**config.mk**
```make
export PLATFORM = sky130hd
export DESIGN_NAME = e_bus_sequencer
export DESIGN_NICKNAME = d
export VERILOG_FILES = /design/src/rtl/e_bus_pkg.sv /design/src/rtl/e_edge_sync.sv /design/src/rtl/e_bus_sequencer.sv
export SDC_FILE = /design/constraint.sdc
export NUM_CORES = 1
export LEC_CHECK = 0
export BUFFER_PORTS_ARGS = -buffer_cell sky130_fd_sc_hd__buf_4
export CORE_MARGIN = 5
export CORE_UTILIZATION = 45
export CTS_CLUSTER_SIZE = 28
export DETAILED_ROUTE_END_ITERATION = 6
export PLACE_DENSITY_LB_ADDON = 0.2
export SLEW_MARGIN = 20
export SYNTH_ARGS = -nofsm -noshare
export SYNTH_HDL_FRONTEND = slang
export SYNTH_SLANG_ARGS = --single-unit
```
**constraint.sdc**
```tcl
create_clock -name i_clk -period 4.7 [get_ports i_clk]
set_input_delay 0.94 -clock i_clk [delete_from_list [all_inputs] [get_ports i_clk]]
set_output_delay 0.94 -clock i_clk [all_outputs]
set_load 0.01 [all_outputs]
```
**src/rtl/e_bus_pkg.sv**
```systemverilog
// Shared definitions for the 6809 E-clock bus sequencer.
// Latency: n/a (types, constants and pure helper functions only).
// Backpressure: n/a.
package e_bus_pkg;

  // Per-bus-cycle phases
  typedef enum logic [1:0] {
    ST_IDLE   = 2'd0,
    ST_SETUP  = 2'd1,
    ST_ACTIVE = 2'd2,
    ST_HOLD   = 2'd3
  } state_e;

  // Default timing, in i_clk cycles
  localparam int DEF_SYNC_STAGES = 2;
  localparam int DEF_WE_DELAY    = 2;
  localparam int DEF_HOLD_CYCLES = 4;
  localparam int DEF_TIMEOUT     = 200;
  localparam int DEF_CNT_W       = 8;

  // CPU-side polarity: R/W high means the CPU is reading
  localparam logic RW_READ = 1'b1;

  // Chip enable and buffer direction are driven in every non-idle phase
  function automatic logic in_bus_cycle(input state_e s);
    return s != ST_IDLE;
  endfunction

  // Data actually moves (buffer, OE) only once E is high and through hold
  function automatic logic in_data_phase(input state_e s);
    return (s == ST_ACTIVE) || (s == ST_HOLD);
  endfunction

endpackage

```
**src/rtl/e_edge_sync.sv**
```systemverilog
// Synchronises one asynchronous CPU clock pin and flags its rising/falling edges.
// Latency: STAGES flops to the synchronised level; edge pulses valid for one cycle after that.
// Backpressure: none; the pin is free-running and edges are never held off.
module e_edge_sync #(
  parameter int STAGES = 2
) (
  input  logic i_clk,
  input  logic i_reset,
  input  logic i_async,
  output logic o_rise,
  output logic o_fall
);

  logic [STAGES-1:0] sync_q, sync_d;
  logic              dly_q, dly_d;

  // Shift the pin through the synchroniser; keep one extra delayed copy for edge compare
  always_comb begin
    sync_d = {sync_q[STAGES-2:0], i_async};
    dly_d  = sync_q[STAGES-1];
  end

  // Synchroniser and delay flops, cleared so no edge is seen out of reset
  always_ff @(posedge i_clk or posedge i_reset) begin
    if (i_reset) begin
      sync_q <= '0;
      dly_q  <= 1'b0;
    end else begin
      sync_q <= sync_d;
      dly_q  <= dly_d;
    end
  end

  assign o_rise = sync_q[STAGES-1] & ~dly_q;
  assign o_fall = ~sync_q[STAGES-1] & dly_q;

endmodule

```
**src/rtl/e_bus_sequencer.sv**
```systemverilog
// Sequences one 6809 bus cycle per E period: buffer, SRAM strobes and peripheral enable.
// Latency: SYNC_STAGES+1 i_clk cycles from an E/Q pin edge to the registered outputs.
// Backpressure: none; the CPU cannot be stalled, a stuck cycle is aborted by the watchdog.
module e_bus_sequencer
  import e_bus_pkg::*;
#(
  parameter int SYNC_STAGES = DEF_SYNC_STAGES,
  parameter int WE_DELAY    = DEF_WE_DELAY,
  parameter int HOLD_CYCLES = DEF_HOLD_CYCLES,
  parameter int TIMEOUT     = DEF_TIMEOUT,
  parameter int CNT_W       = DEF_CNT_W
) (
  input  logic i_clk,
  input  logic i_reset,
  input  logic i_e_clk,
  input  logic i_q_clk,
  input  logic i_rw,
  input  logic i_sel_sram,
  input  logic i_sel_periph,
  output logic o_buf_oe,
  output logic o_buf_dir,
  output logic o_sram_ce_n,
  output logic o_sram_oe_n,
  output logic o_sram_we_n,
  output logic o_periph_en,
  output logic o_busy,
  output logic o_timeout,
  output logic o_decode_err
);

  localparam logic [CNT_W-1:0] CNT_MAX   = '1;
  localparam logic [CNT_W-1:0] TIMEOUT_C = CNT_W'(TIMEOUT);
  localparam logic [CNT_W-1:0] WE_C      = CNT_W'(WE_DELAY);
  localparam logic [CNT_W-1:0] HOLD_LAST = CNT_W'(HOLD_CYCLES - 1);

  logic e_rise, e_fall, q_rise, q_fall_unused;

  e_edge_sync #(.STAGES(SYNC_STAGES)) u_e_sync (
    .i_clk   (i_clk),
    .i_reset (i_reset),
    .i_async (i_e_clk),
    .o_rise  (e_rise),
    .o_fall  (e_fall)
  );

  e_edge_sync #(.STAGES(SYNC_STAGES)) u_q_sync (
    .i_clk   (i_clk),
    .i_reset (i_reset),
    .i_async (i_q_clk),
    .o_rise  (q_rise),
    .o_fall  (q_fall_unused)
  );

  state_e           state_q, state_d;
  logic [CNT_W-1:0] cnt_q, cnt_d;
  logic             rw_q, rw_d;
  logic             sram_q, sram_d;
  logic             periph_q, periph_d;
  logic             pend_q, pend_d;
  logic             latch;

  logic buf_oe_q, buf_oe_d;
  logic buf_dir_q, buf_dir_d;
  logic ce_n_q, ce_n_d;
  logic oe_n_q, oe_n_d;
  logic we_n_q, we_n_d;
  logic periph_en_q, periph_en_d;
  logic busy_q, busy_d;
  logic timeout_q, timeout_d;
  logic decode_err_q, decode_err_d;

  // Next state, phase counter, decode latch and the strobes that follow from them
  always_comb begin
    state_d      = state_q;
    cnt_d        = (cnt_q == CNT_MAX) ? cnt_q : cnt_q + 1'b1;
    rw_d         = rw_q;
    sram_d       = sram_q;
    periph_d     = periph_q;
    pend_d       = pend_q;
    latch        = 1'b0;
    timeout_d    = 1'b0;
    decode_err_d = 1'b0;

    unique case (state_q)
      ST_IDLE: begin
        cnt_d = '0;
        if (q_rise) begin
          latch   = 1'b1;
          state_d = ST_SETUP;
        end
      end
      ST_SETUP: begin
        if (e_rise) begin
          cnt_d   = '0;
          state_d = ST_ACTIVE;
        end else if (cnt_q >= TIMEOUT_C) begin
          timeout_d = 1'b1;
          state_d   = ST_IDLE;
        end
      end
      ST_ACTIVE: begin
        // E fall is checked first so a cycle ending exactly at the limit is not aborted
        if (e_fall) begin
          cnt_d   = '0;
          state_d = ST_HOLD;
        end else if (cnt_q >= TIMEOUT_C) begin
          timeout_d = 1'b1;
          state_d   = ST_IDLE;
        end
      end
      ST_HOLD: begin
        // A Q rise during hold belongs to the next cycle; remember it until hold ends
        if (q_rise) pend_d = 1'b1;
        if (cnt_q >= HOLD_LAST) begin
          pend_d = 1'b0;
          cnt_d  = '0;
          if (pend_q || q_rise) begin
            latch   = 1'b1;
            state_d = ST_SETUP;
          end else begin
            state_d = ST_IDLE;
          end
        end
      end
      default: state_d = ST_IDLE;
    endcase

    // SRAM wins a decode conflict; the peripheral access is dropped and flagged
    if (latch) begin
      rw_d         = i_rw;
      sram_d       = i_sel_sram;
      periph_d     = i_sel_periph & ~i_sel_sram;
      decode_err_d = i_sel_sram & i_sel_periph;
    end

    // Outputs are decoded from the next state so every pin comes straight off a flop
    buf_oe_d    = in_data_phase(state_d) & (sram_d | periph_d);
    buf_dir_d   = in_bus_cycle(state_d) & (rw_d == RW_READ);
    ce_n_d      = ~(in_bus_cycle(state_d) & sram_d);
    oe_n_d      = ~(in_data_phase(state_d) & sram_d & (rw_d == RW_READ));
    we_n_d      = ~((state_d == ST_ACTIVE) & sram_d & (rw_d != RW_READ) & (cnt_d >= WE_C));
    periph_en_d = (state_d == ST_ACTIVE) & periph_d;
    busy_d      = in_bus_cycle(state_d);
  end

  // Sequencer state; reset drops every strobe immediately
  always_ff @(posedge i_clk or posedge i_reset) begin
    if (i_reset) begin
      state_q      <= ST_IDLE;
      cnt_q        <= '0;
      rw_q         <= 1'b0;
      sram_q       <= 1'b0;
      periph_q     <= 1'b0;
      pend_q       <= 1'b0;
      buf_oe_q     <= 1'b0;
      buf_dir_q    <= 1'b0;
      ce_n_q       <= 1'b1;
      oe_n_q       <= 1'b1;
      we_n_q       <= 1'b1;
      periph_en_q  <= 1'b0;
      busy_q       <= 1'b0;
      timeout_q    <= 1'b0;
      decode_err_q <= 1'b0;
    end else begin
      state_q      <= state_d;
      cnt_q        <= cnt_d;
      rw_q         <= rw_d;
      sram_q       <= sram_d;
      periph_q     <= periph_d;
      pend_q       <= pend_d;
      buf_oe_q     <= buf_oe_d;
      buf_dir_q    <= buf_dir_d;
      ce_n_q       <= ce_n_d;
      oe_n_q       <= oe_n_d;
      we_n_q       <= we_n_d;
      periph_en_q  <= periph_en_d;
      busy_q       <= busy_d;
      timeout_q    <= timeout_d;
      decode_err_q <= decode_err_d;
    end
  end

  assign o_buf_oe     = buf_oe_q;
  assign o_buf_dir    = buf_dir_q;
  assign o_sram_ce_n  = ce_n_q;
  assign o_sram_oe_n  = oe_n_q;
  assign o_sram_we_n  = we_n_q;
  assign o_periph_en  = periph_en_q;
  assign o_busy       = busy_q;
  assign o_timeout    = timeout_q;
  assign o_decode_err = decode_err_q;

endmodule

```
* After elaboration in Yosys (flattened, before gate mapping)
Cells that the tools add are included.
** Operators by class
- Add/subtract/negate cells :: 1
- $lt $le $gt $ge :: 3
- Equality and inequality tests :: 6
- Multiplexer cells :: 26
- Bitwise logic cells :: 23
- Reduce and logical (&&, ||, !) cells :: 6
** Operator list (number)
- 2-to-1 mux 8 bit :: 4
- one-hot mux 8 bit (4 select lines) :: 1
- >= comparator 8 x 2 -> 1 bit, second input constant :: 2
- AND 1 bit :: 14
- 2-to-1 mux 1 bit :: 13
- 2-to-1 mux 2 bit :: 5
- adder 8 x 1 -> 8 bit, second input constant :: 1
- == test 2 bit, second input constant :: 4
- == test 8 bit, second input constant :: 1
- >= comparator 8 bit, second input constant :: 1
- inverter 1 bit :: 8
- one-hot mux 2 bit (4 select lines) :: 1
- one-hot mux 1 bit (2 select lines) :: 2
- nonzero test 2 bit :: 2
- == test 2 x 1 -> 1 bit, second input constant :: 1
- logical NOT 2 bit :: 1
- logical OR 1 bit :: 2
- AND reduction 2 bit :: 1
- bitwise OR 1 bit :: 1
** Word-level totals
- Register bits :: 29
- Input port bits :: 7
- Output and inout bits :: 9
- Word-level logic and storage cells :: 84

* Depth between registers and ports, before layout
Gate-level depths: netlist of run 1.
- Word-level depth :: 11
- Mapped depth :: 8
- Mapped depth without buffers :: 8

* Hierarchy
A second synthesis of run 1 with hierarchy kept.
** Second synthesis, totals
- Cells, all modules :: 156
- Area, all modules :: 1576.5 um^2
** By module, submodules not included
- e_bus_sequencer :: instances 1, cells an instance 144, area each 1388.8 um^2, sequential area each 579.3 um^2
- e_edge_sync :: instances 2, cells an instance 6, area each 93.8 um^2, sequential area each 75.1 um^2

* Worst setup path before layout of run 1
OpenSTA, ideal clock, no wires.
- Kind :: register to register
- Start :: reg cnt_q[0]
- End :: reg we_n_q, in the netlist o_sram_we_n
- Library setup time :: 0.093 ns
- Arrival time :: 2.016 ns
- Data required time :: 4.607 ns
- Setup slack :: 2.590 ns
- Stages on the path, launching flop included :: 7
- Path buffers :: 0
- Period minus slack after synthesis :: 2.110 ns
- Cell sequence :: dfrtp_1 > ha_1 > or4_4 > o221ai_2 > a31o_4 > inv_2 > or4_4
** Between the ends
- Cells in the longest elaborated chain, start to end :: 9
- Elaborated cells on any way between the ends :: 25
- Those cells by class :: add/sub (1); order compare (3); eq/ne (2); mux (14); bitwise (5)
** RTL lines
- from (decl) :: RTL line e_bus_sequencer.sv:55 : logic [CNT_W-1:0] cnt_q, cnt_d;
- from (signal assigned) :: RTL line e_bus_sequencer.sv:166 : cnt_q <= cnt_d;
- >= comparator 8 bit :: RTL line e_bus_sequencer.sv:96, e_bus_sequencer.sv:106
- 2-to-1 mux 2 bit :: RTL line e_bus_sequencer.sv:96, e_bus_sequencer.sv:106
- 2-to-1 mux 2 bit, on equally long branches :: RTL line e_bus_sequencer.sv:103, e_bus_sequencer.sv:93
- one-hot mux 2 bit (4 select lines) * :: RTL line e_bus_sequencer.sv:84 : unique case (state_q)
- net state_d[0] :: RTL line e_bus_sequencer.sv:54 : state_e state_q, state_d;
- == test 2 bit * :: RTL line e_bus_sequencer.sv:141 : we_n_d = ~((state_d == ST_ACTIVE) & sram_d & (rw_d != RW_READ) & (cnt_d >= WE_C));
- AND 1 bit * (3 in a row) :: RTL line e_bus_sequencer.sv:141
- inverter 1 bit * :: RTL line e_bus_sequencer.sv:141
- net we_n_d :: RTL line e_bus_sequencer.sv:66 : logic we_n_q, we_n_d;
- to (signal assigned) :: RTL line e_bus_sequencer.sv:175 : we_n_q <= we_n_d;
- to (decl) :: RTL line e_bus_sequencer.sv:66
The timed path passes the listed nets; every way through them passes the cells marked *.
A chain may end at the register's enable or synchronous reset.

* Worst setup path in the final report of run 1
- Start :: reg cnt_q[0]
- End :: reg we_n_q, in the netlist o_sram_we_n
** Between the ends
- Cells in the longest elaborated chain, start to end :: 9
- Elaborated cells on any way between the ends :: 25
- Those cells by class :: add/sub (1); order compare (3); eq/ne (2); mux (14); bitwise (5)
** RTL lines (RTL line)
- branches (longest 7 deep; another with adder 8 x 1 -> 8 bit)
- AND 1 bit * :: e_bus_sequencer.sv:141
- inverter 1 bit * :: e_bus_sequencer.sv:141
- net we_n_d :: e_bus_sequencer.sv:66
Mark *: on every way through the listed nets, which the timed path passes.

==> flow_metrics.py, run 1 <==
metrics = {
    "worst_setup_path": {
        "r2r_end": "o_sram_we_n",
        "crit_fanout": 6,
        "timing.critical_path.to_type": "flop",
        "arrival_ns": 2.53,
        "crit_required_ns": 4.94,
        "path_cells": "ha_1 -> nor4_1 -> and3_1 -> o311ai_1 -> a22o_1 -> or4_4",
        "cpMaxStageDelayCell": "or4_4",
        "critPathKind": "reg2reg",
        "reg2regPathDepth": 6,
        "r2r-start": "cnt_q[0]",
        "ff2ff_setup_slack_ns": 2.41,
        "start_kind": "flop",
        "slowest_delay_ns": 0.52,
    },
    "placement": {
        "dp_hpwl_mm": 1.96,
        "placedCellCount": 194,
        "place_congestion": 0.810,
        "io_buffers": 15,
        "post-place-ws_ns": 2.43,
    },
    "logic_synthesis": {
        "ys_ff_latch": 29,
        "synth_edf_count": 0,
        "seq_area_frac_synth": 0.511,
        "post-synth-top-count-cell": "dfrtp_1",
        "ys_warn_count": 0,
        "synth.top_cells.by_count": "26 x dfrtp_1, 14 x nor2_1, 10 x inv_1",
        "synthArstFlopShare": 1.00,
        "syn_area_mm2": 0.00143,
        "yosys_most_used_dff": "dfrtp_1",
        "synthTopCellsByArea": "dfrtp_1 46%, ha_1 6.1%, dfstp_2 5.5%",
        "syn-num-nets": 152,
        "yosysTopAreaCell": "dfrtp_1",
        "synthDistinctLibCells": 40,
        "netlist_instances": 138,
        "avgSynthCellArea_um2": 10.3,
        "synth_top_area_frac": 0.456,
    },
    "hold_path": {
        "hold_class": "reg2reg",
        "hold_path_depth": 0,
        "hp-start": "u_q_sync.sync_q[0]",
        "hold_end": "u_q_sync.sync_q[1]",
    },
    "cells_and_area": {
        "nNetsFinal": 171,
        "diodes": 0,
        "syn2layout_area_growth_pct": 15.3,
        "final_layout_size_suffix_gt1_frac": 0.228,
        "fin_cells": 202,
    },
    "clocking": {
        "clockBufferDepth": 2,
        "cts_tree": "built",
        "hold_buffers": 0,
        "post_cts_buffers": 0,
        "clk_latency_ns": 0.32,
        "clkSlewWorstSetupHoldPaths_ns": 0.09,
        "numCtsBuffers": 5,
        "clock-root-buffer": "clkbuf_4",
        "cts_resized": 0,
        "h-tree-depth": 2,
        "clock-sinks": 29,
    },
    "sta": {
        "final-setup-viol-count": 0,
        "hold_ws_ns": 0.356,
        "worst_pin_slew_ns": 0.587,
        "setup_ws_ns": 2.41,
        "finalCriticalPeriod_ns": 2.29,
        "slew_viol_final": 0,
        "hold_violations": 0,
        "relSlewSlack": 0.608,
        "setup_tns_ns": 0,
        "rsz0062_at_grt": "false",
        "max_freq_mhz": 437,
        "period_share": 0.487,
        "skew_ns": 0.00258,
    },
    "routing": {
        "drt-met1-wl_mm": 1.25,
        "drtIter0Drc": 41,
        "vias_per_cell": 5.13,
        "highest_layer": "met4",
        "firstDrtPassIters": 4,
        "routed-wl-met2_mm": 1.16,
        "vias": 1036,
        "wl_met3_um": 133,
        "wl_per_cell_um": 12.9,
        "antenna_left": 0,
        "route.detailed.drc": 0,
        "drt_wl_total_mm": 2.61,
    },
    "floorplan": {
        "initial_core_util": 0.467,
        "io_pins": 16,
        "core_area_mm2": 0.00305,
        "die-area_mm2": 0.00440,
        "fp.dieH_um": 66.3,
        "die_w_um": 66.3,
        "rows": 20,
    },
    "global_routing": {
        "antenna_found_initial": 0,
        "grt_max_degree": 30,
        "grt_pass1_vias": 996,
        "track_usage": 0.142,
        "grt.overflow.total": 0,
        "grt_pass1_wl_mm": 4.62,
    },
    "pwr": {
        "max-vdd-ir-drop_uv": 280,
        "finalPower_mw": 0.873,
        "powerDensity_mw_per_mm2": 531,
        "p_leak_nw": 0.770,
    },
    "run_status": {
        "status": "completed",
    },
    "run": {
        "max-cap-violations": 0,
    },
}
## report_power, final
| part | total (mW) | switching [mW] | internal (mW) |
|---|---|---|---|
| logic | 0.352 | 0.196 | 0.157 |
| clock network | 0.169 | 0.0828 | 0.0866 |
| registers | 0.352 | 0.0400 | 0.312 |
## sequential cells by signal, indices dropped and copies added, names as in the netlist
register,flops
cnt_q,8
state_q,2
u_e_sync.sync_q,2
u_q_sync.sync_q,2
o_buf_dir,1
o_buf_oe,1
o_busy,1
o_decode_err,1
o_periph_en,1
o_sram_ce_n,1
o_sram_oe_n,1
o_sram_we_n,1
o_timeout,1
pend_q,1
periph_q,1
rw_q,1
sram_q,1
u_e_sync.dly_q,1
u_q_sync.dly_q,1
## per-layer routing
metal  vias up  GRT usage
met5         -          0
met4         0     0.0838
met3         8     0.0408
met2        19      0.207
met1       488      0.185
li1        521          -
## cells in the final DEF (no fill, tap or decap), types with 4 or more instances in the layout
cell type	Yosys	final
nor3_1	7	7
inv_1	10	9
clkbuf_4	0	5
nand2_1	9	9
nand3_1	5	5
ha_1	7	7
and3_1	7	7
nor2_1	14	14
dfrtp_1	26	26
nor2b_1	4	4
buf_4	0	15
o21ai_0	6	6
## critical path: cells and delay by family, from the launching register on
family	cells	cell delay, ns
AOI/OAI and AO/OA	2	0.39
adders and majority gates	1	0.30
DFF	1	0.42
and+or+nand+nor	3	1.11
## stage by stage
step	instance area, µm²	util
6_report	1640	0.539
5_1_grt	1640	0.539
4_1_cts	1640	0.539
3_5_place_dp	1570	0.516
3_3_place_gp	1570	0.516
2_1_floorplan	1430	-
## how the worst max path moves through the flow
stage / startpoint / end
finish: cnt_q[0] / o_sram_we_n
global route: cnt_q[1] / o_sram_we_n
CTS: cnt_q[1] / o_sram_we_n
detailed placement: cnt_q[1] / o_sram_we_n
global placement: cnt_q[0] / o_sram_we_n
floorplan: cnt_q[0] / o_sram_we_n
## kinds of logic after synthesis
| logic type | Yosys count | share of synthesized area |
|---|---|---|
| xor+xnor | 2 | 0.0123 |
| flops | 29 | 0.511 |
| fa+ha+maj | 7 | 0.0614 |
| buf+inv | 14 | 0.0430 |
| compound gates | 26 | 0.135 |
| simple gates | 56 | 0.206 |
| mux | 4 | 0.0307 |
## layout make-up
| type | instances | area, µm² |
|---|---|---|
| Multi-Input combinational cell | 95 | 636 |
| Tap cell | 44 | 55.1 |
| Clock inverter | 1 | 5.00 |
| Timing Repair Buffer | 15 | 113 |
| Sequential cell | 29 | 729 |
| Fill cell | 284 | 1410 |
| Clock buffer | 7 | 65.1 |
| Inverter | 11 | 41.3 |
Note: power is estimated with default switching activity, not from simulation.
==> inputs of run 2 (changes only) <==
==> constraint.sdc (replaced) <==
create_clock -name i_clk -period 1.9 [get_ports i_clk]
set_input_delay 0.38 -clock i_clk [delete_from_list [all_inputs] [get_ports i_clk]]
set_output_delay 0.38 -clock i_clk [all_outputs]
set_load 0.01 [all_outputs]
==> flow_metrics.py, run 2 (synthesis results as in run 1) <==
metrics = {
    "clocking": {
        "hold_buffers": 0,
        "clk_latency_ns": 0.31,
        "clockBufferDepth": 2,
        "cts_resized": 0,
        "clock-sinks": 29,
        "post_cts_buffers": 0,
        "clock-root-buffer": "clkbuf_4",
        "clkSlewWorstSetupHoldPaths_ns": 0.09,
        "numCtsBuffers": 5,
        "h-tree-depth": 2,
        "cts_tree": "built",
    },
    "worst_setup_path": {
        "ff2ff_setup_slack_ns": -0.15,
        "crit_fanout": 3,
        "crit_path_end": "o_sram_we_n",
        "path_depth": 6,
        "slowest_delay_ns": 0.52,
        "r2r-start": "cnt_q[0]",
        "crit_required_ns": 2.13,
        "startpoint": "cnt_q[0]",
        "crit_top_cell": "or4_4",
        "cpMaxStageDelayCell": "or4_4",
        "r2r_end": "o_sram_we_n",
        "critPathKind": "reg2reg",
        "reg2regPathDepth": 6,
        "start_kind": "flop",
        "path_cells": "ha_2 -> or4_4 -> o221ai_4 -> a31o_4 -> inv_2 -> or4_4",
        "crit_family": "simple AND/OR/NAND/NOR gates",
        "arrival_ns": 2.28,
        "timing.critical_path.to_type": "flop",
        "crit_buf_inv": 1,
    },
    "hold_path": {
        "hold_class": "in2async",
    },
    "cells_and_area": {
        "final_util": 0.600,
        "diodes": 0,
        "nNetsFinal": 195,
        "final_layout_size_suffix_gt1_frac": 0.330,
        "syn2layout_area_growth_pct": 28.3,
        "final_common_cell": "buf_4",
        "fin_cells": 226,
        "final_cell_area_mm2": 0.00183,
        "largest_register": "cnt_q",
        "layout_common_cells": "39 x buf_4, 26 x dfrtp_1, 13 x nor2_1",
        "largest_reg_flops": 8,
    },
    "placement": {
        "placedCellCount": 218,
        "postPlaceCellArea_mm2": 0.00177,
        "place_congestion": 0.790,
        "io_buffers": 15,
        "dp_hpwl_mm": 2.41,
        "post-place-ws_ns": -0.146,
    },
    "sta": {
        "hold_violations": 0,
        "rsz0062_at_grt": "true",
        "slew_viol_final": 0,
        "final-setup-viol-count": 5,
        "setup_tns_ns": -0.326,
        "max_freq_mhz": 487,
        "skew_ns": 0.00977,
        "worst_pin_slew_ns": 0.500,
        "relSlewSlack": 0.666,
        "hold_ws_ns": 0.0935,
        "period_share": 1.08,
        "setup_ws_ns": -0.153,
        "finalCriticalPeriod_ns": 2.05,
    },
    "global_routing": {
        "track_usage": 0.158,
        "grt_max_degree": 17,
        "grt_pass1_vias": 1172,
        "grt.overflow.total": 0,
        "antenna_found_initial": 0,
        "grt_pass1_wl_mm": 5.24,
    },
    "floorplan": {
        "die-area_mm2": 0.00440,
        "initial_core_util": 0.467,
        "io_pins": 16,
        "die_w_um": 66.3,
        "core_area_mm2": 0.00305,
        "rows": 20,
        "fp.dieH_um": 66.3,
    },
    "pwr": {
        "p_leak_nw": 0.880,
        "finalPower_mw": 2.34,
        "max-vdd-ir-drop_uv": 772,
        "powerDensity_mw_per_mm2": 1280,
    },
    "run": {
        "max-cap-violations": 0,
    },
    "routing": {
        "vias_per_cell": 5.10,
        "vias": 1152,
        "drtIter0Drc": 58,
        "antenna_left": 0,
        "route.detailed.drc": 0,
        "firstDrtPassIters": 4,
        "wl_per_cell_um": 13.2,
        "drt_wl_total_mm": 2.99,
    },
    "run_status": {
        "status": "complete, but fails checks",
        "violations": "negative setup slack",
    },
}
run 2: metal layers:
layer	vias up	share of wire	track usage
met2	30	0.45	0.238
met1	547	0.49	0.213
li1	571	-	-
met3	4	0.050	0.0476
met5	-	0	0
met4	0	0.011	0.0584
run 2: cell type report:
type | instances | area, µm²
Tap cell | 44 | 55.1
Sequential cell | 29 | 729
Fill cell | 273 | 1220
Inverter | 11 | 41.3
Clock buffer | 8 | 48.8
Multi-Input combinational cell | 95 | 663
Timing Repair Buffer | 39 | 293
run 2: worst min-delay path by stage:
stage                                    end  cells after the start  slack (ns)               start
final                                 o_busy                      2        0.09             i_reset
after global routing            o_decode_err                      2        0.13             i_reset
after CTS                             o_busy                      2        0.10             i_reset
after detailed placement  u_e_sync.sync_q[1]                      0        0.34  u_e_sync.sync_q[0]
after global placement    u_q_sync.sync_q[1]                      0        0.34  u_q_sync.sync_q[0]
after floorplan           u_e_sync.sync_q[1]                      0        0.33  u_e_sync.sync_q[0]
run 2: power breakdown:
part | internal (mW) | switching, mW | total, mW | leakage (nW)
registers | 0.771 | 0.0844 | 0.856 | 0.361
clock network | 0.147 | 0.178 | 0.326 | 0.0265
logic | 0.580 | 0.579 | 1.16 | 0.493
==> inputs of run 3 (changes only) <==
--- a/config.mk
+++ b/config.mk
@@ -10,7 +10,7 @@
 export CORE_UTILIZATION = 45
 export CTS_CLUSTER_SIZE = 28
 export DETAILED_ROUTE_END_ITERATION = 6
-export PLACE_DENSITY_LB_ADDON = 0.2
+export PLACE_DENSITY = 0.66
 export SLEW_MARGIN = 20
 export SYNTH_ARGS = -nofsm -noshare
 export SYNTH_HDL_FRONTEND = slang
==> constraint.sdc (replaced) <==
create_clock -name i_clk -period 1.9 [get_ports i_clk]
set_input_delay 0.095 -clock i_clk [delete_from_list [all_inputs] [get_ports i_clk]]
set_output_delay 0.095 -clock i_clk [all_outputs]
set_load 0.01 [all_outputs]
==> flow_metrics.py, run 3 (synthesis results as in run 1) <==
metrics = {
    "run_status": {
        "status": "complete, but fails checks",
        "violations": "negative setup slack",
    },
    "clocking": {
        "cts_tree": "built",
        "clkSlewWorstSetupHoldPaths_ns": 0.09,
        "h-tree-depth": 2,
        "numCtsBuffers": 5,
        "clock-root-buffer": "clkbuf_4",
        "clockBufferDepth": 2,
        "clk_latency_ns": 0.33,
        "clock-sinks": 29,
    },
    "sta": {
        "skew_ns": 0.00733,
        "rsz0062_at_grt": "true",
        "max_freq_mhz": 483,
        "relSlewSlack": 0.705,
        "period_share": 1.09,
        "hold_violations": 0,
        "setup_ws_ns": -0.169,
        "finalCriticalPeriod_ns": 2.07,
        "final-setup-viol-count": 5,
        "slew_viol_final": 0,
        "worst_pin_slew_ns": 0.441,
    },
    "worst_setup_path": {
        "path_cells": "ha_4 -> or4_4 -> o221ai_4 -> a31o_4 -> inv_2 -> or4_4",
        "reg2regPathDepth": 6,
        "path_depth": 6,
        "r2r-start": "cnt_q[1]",
        "arrival_ns": 2.33,
        "crit_fanout": 3,
        "slowest_delay_ns": 0.51,
        "crit_buf_inv": 1,
        "crit_family": "simple AND/OR/NAND/NOR gates",
        "startpoint": "cnt_q[1]",
        "crit_path_end": "o_sram_we_n",
        "timing.critical_path.to_type": "flop",
        "r2r_end": "o_sram_we_n",
        "crit_top_cell": "or4_4",
        "cpMaxStageDelayCell": "or4_4",
        "ff2ff_setup_slack_ns": -0.17,
        "critPathKind": "reg2reg",
        "crit_required_ns": 2.16,
        "start_kind": "flop",
    },
    "cells_and_area": {
        "fin_cells": 229,
        "largest_reg_flops": 8,
        "largest_register": "cnt_q",
        "syn2layout_area_growth_pct": 32.5,
        "nNetsFinal": 198,
        "multi_input_area_um2": 672,
        "seqCellArea_um2": 729,
        "final_layout_size_suffix_gt1_frac": 0.346,
        "diodes": 0,
        "final_common_cell": "buf_4",
        "layout_common_cells": "39 x buf_4, 26 x dfrtp_1, 14 x nor2_1",
        "num-fill-cells": 270,
        "final_cell_area_mm2": 0.00189,
    },
    "pwr": {
        "p_leak_nw": 0.903,
        "p_comb_frac": 0.474,
        "p_int_mw": 1.57,
        "switching_power_mw": 0.867,
        "powerDensity_mw_per_mm2": 1290,
        "finalPower_mw": 2.44,
        "netSwitchingFraction": 0.356,
        "seq_power_share": 0.352,
        "clock_power_share": 0.174,
        "max-vdd-ir-drop_uv": 768,
    },
    "run": {
        "max-cap-violations": 0,
    },
    "global_routing": {
        "track_usage": 0.166,
        "grt_pass1_wl_mm": 5.38,
        "grt.overflow.total": 0,
        "grt_max_degree": 30,
        "grt_pass1_vias": 1221,
        "antenna_found_initial": 0,
    },
    "routing": {
        "firstDrtPassIters": 4,
        "wl_per_cell_um": 13.1,
        "vias_per_cell": 4.97,
        "drt_wl_total_mm": 3.00,
        "drtIter0Drc": 75,
        "antenna_left": 0,
        "vias": 1138,
        "route.detailed.drc": 0,
    },
    "floorplan": {
        "core_area_mm2": 0.00305,
        "fp.dieH_um": 66.3,
        "die-area_mm2": 0.00440,
        "io_pins": 16,
        "rows": 20,
        "initial_core_util": 0.467,
        "die_w_um": 66.3,
    },
    "placement": {
        "io_buffers": 15,
        "dp_hpwl_mm": 2.31,
        "place_congestion": 0.828,
        "placedCellCount": 217,
        "postPlaceCellArea_mm2": 0.00176,
    },
    "hold_path": {
        "hp-start": "i_sel_periph",
        "hold_path_depth": 2,
        "hold_class": "in2reg",
    },
}
-- run 3: cell count changes in the layout (fill, tap and decap cells not counted), sizes merged --
cell         delta
clkbuf          -1
clkinv          +1
dlygate4sd3     +3
-- run 3: worst min path at each step --
stage | end | slack [ns]
3_3_place_gp | o_busy | 0.18
2_1_floorplan | u_e_sync.sync_q[0] | 0.13
6_report | o_decode_err | 0.02
3_5_place_dp | o_buf_oe | 0.19
4_1_cts | o_decode_err | 0.006
5_1_grt | o_decode_err | 0.01
-- run 3: area by class of cell --
type                            instances  share of cell area
Inverter                               11              0.0218
Multi-Input combinational cell         95               0.355
Timing Repair Buffer                   42               0.171
Tap cell                               44              0.0291
Clock inverter                          1             0.00265
Sequential cell                        29               0.386
Clock buffer                            7              0.0344
-- run 3: power by group through the flow --
stage | logic, mW | clock network, mW | registers, mW
floorplan | 0.621 | 0 | 0.890
global placement | 1.11 | 0 | 0.866
detailed placement | 1.11 | 0 | 0.874
CTS | 1.15 | 0.439 | 0.855
global route | 1.28 | 0.484 | 0.888
finish | 1.16 | 0.424 | 0.859
-- run 3: timing repair --
item / 4_1_cts / 5_1_grt
hold buffers: 3 / 0
resized for setup: 1 / 4
setup buffers: 1 / 0
hold endpoints to repair: 28 / 0
pin swaps: 0 / 3
setup endpoints to repair: 6 / 9
-- run 3: per-layer routing --
metal / vias up / wire (µm) / GRT usage
li1: 569 / - / -
met1: 549 / 1220 / 0.179
met2: 15 / 1610 / 0.290
met3: 5 / 119 / 0.0561
met4: 0 / 53 / 0.0736
met5: - / 0 / 0
-- run 3: stage by stage --
stage / TNS [ns] / utilization / hold slack (ns) / setup slack (ns)
floorplan: -0.197 / - / 0.126 / -0.148
global placement: -0.276 / 0.577 / 0.182 / -0.148
detailed placement: -0.444 / 0.577 / 0.192 / -0.179
CTS: -0.395 / 0.614 / 0.00632 / -0.166
global route: -0.999 / 0.619 / 0.0137 / -0.243
finish: -0.410 / 0.619 / 0.0153 / -0.169
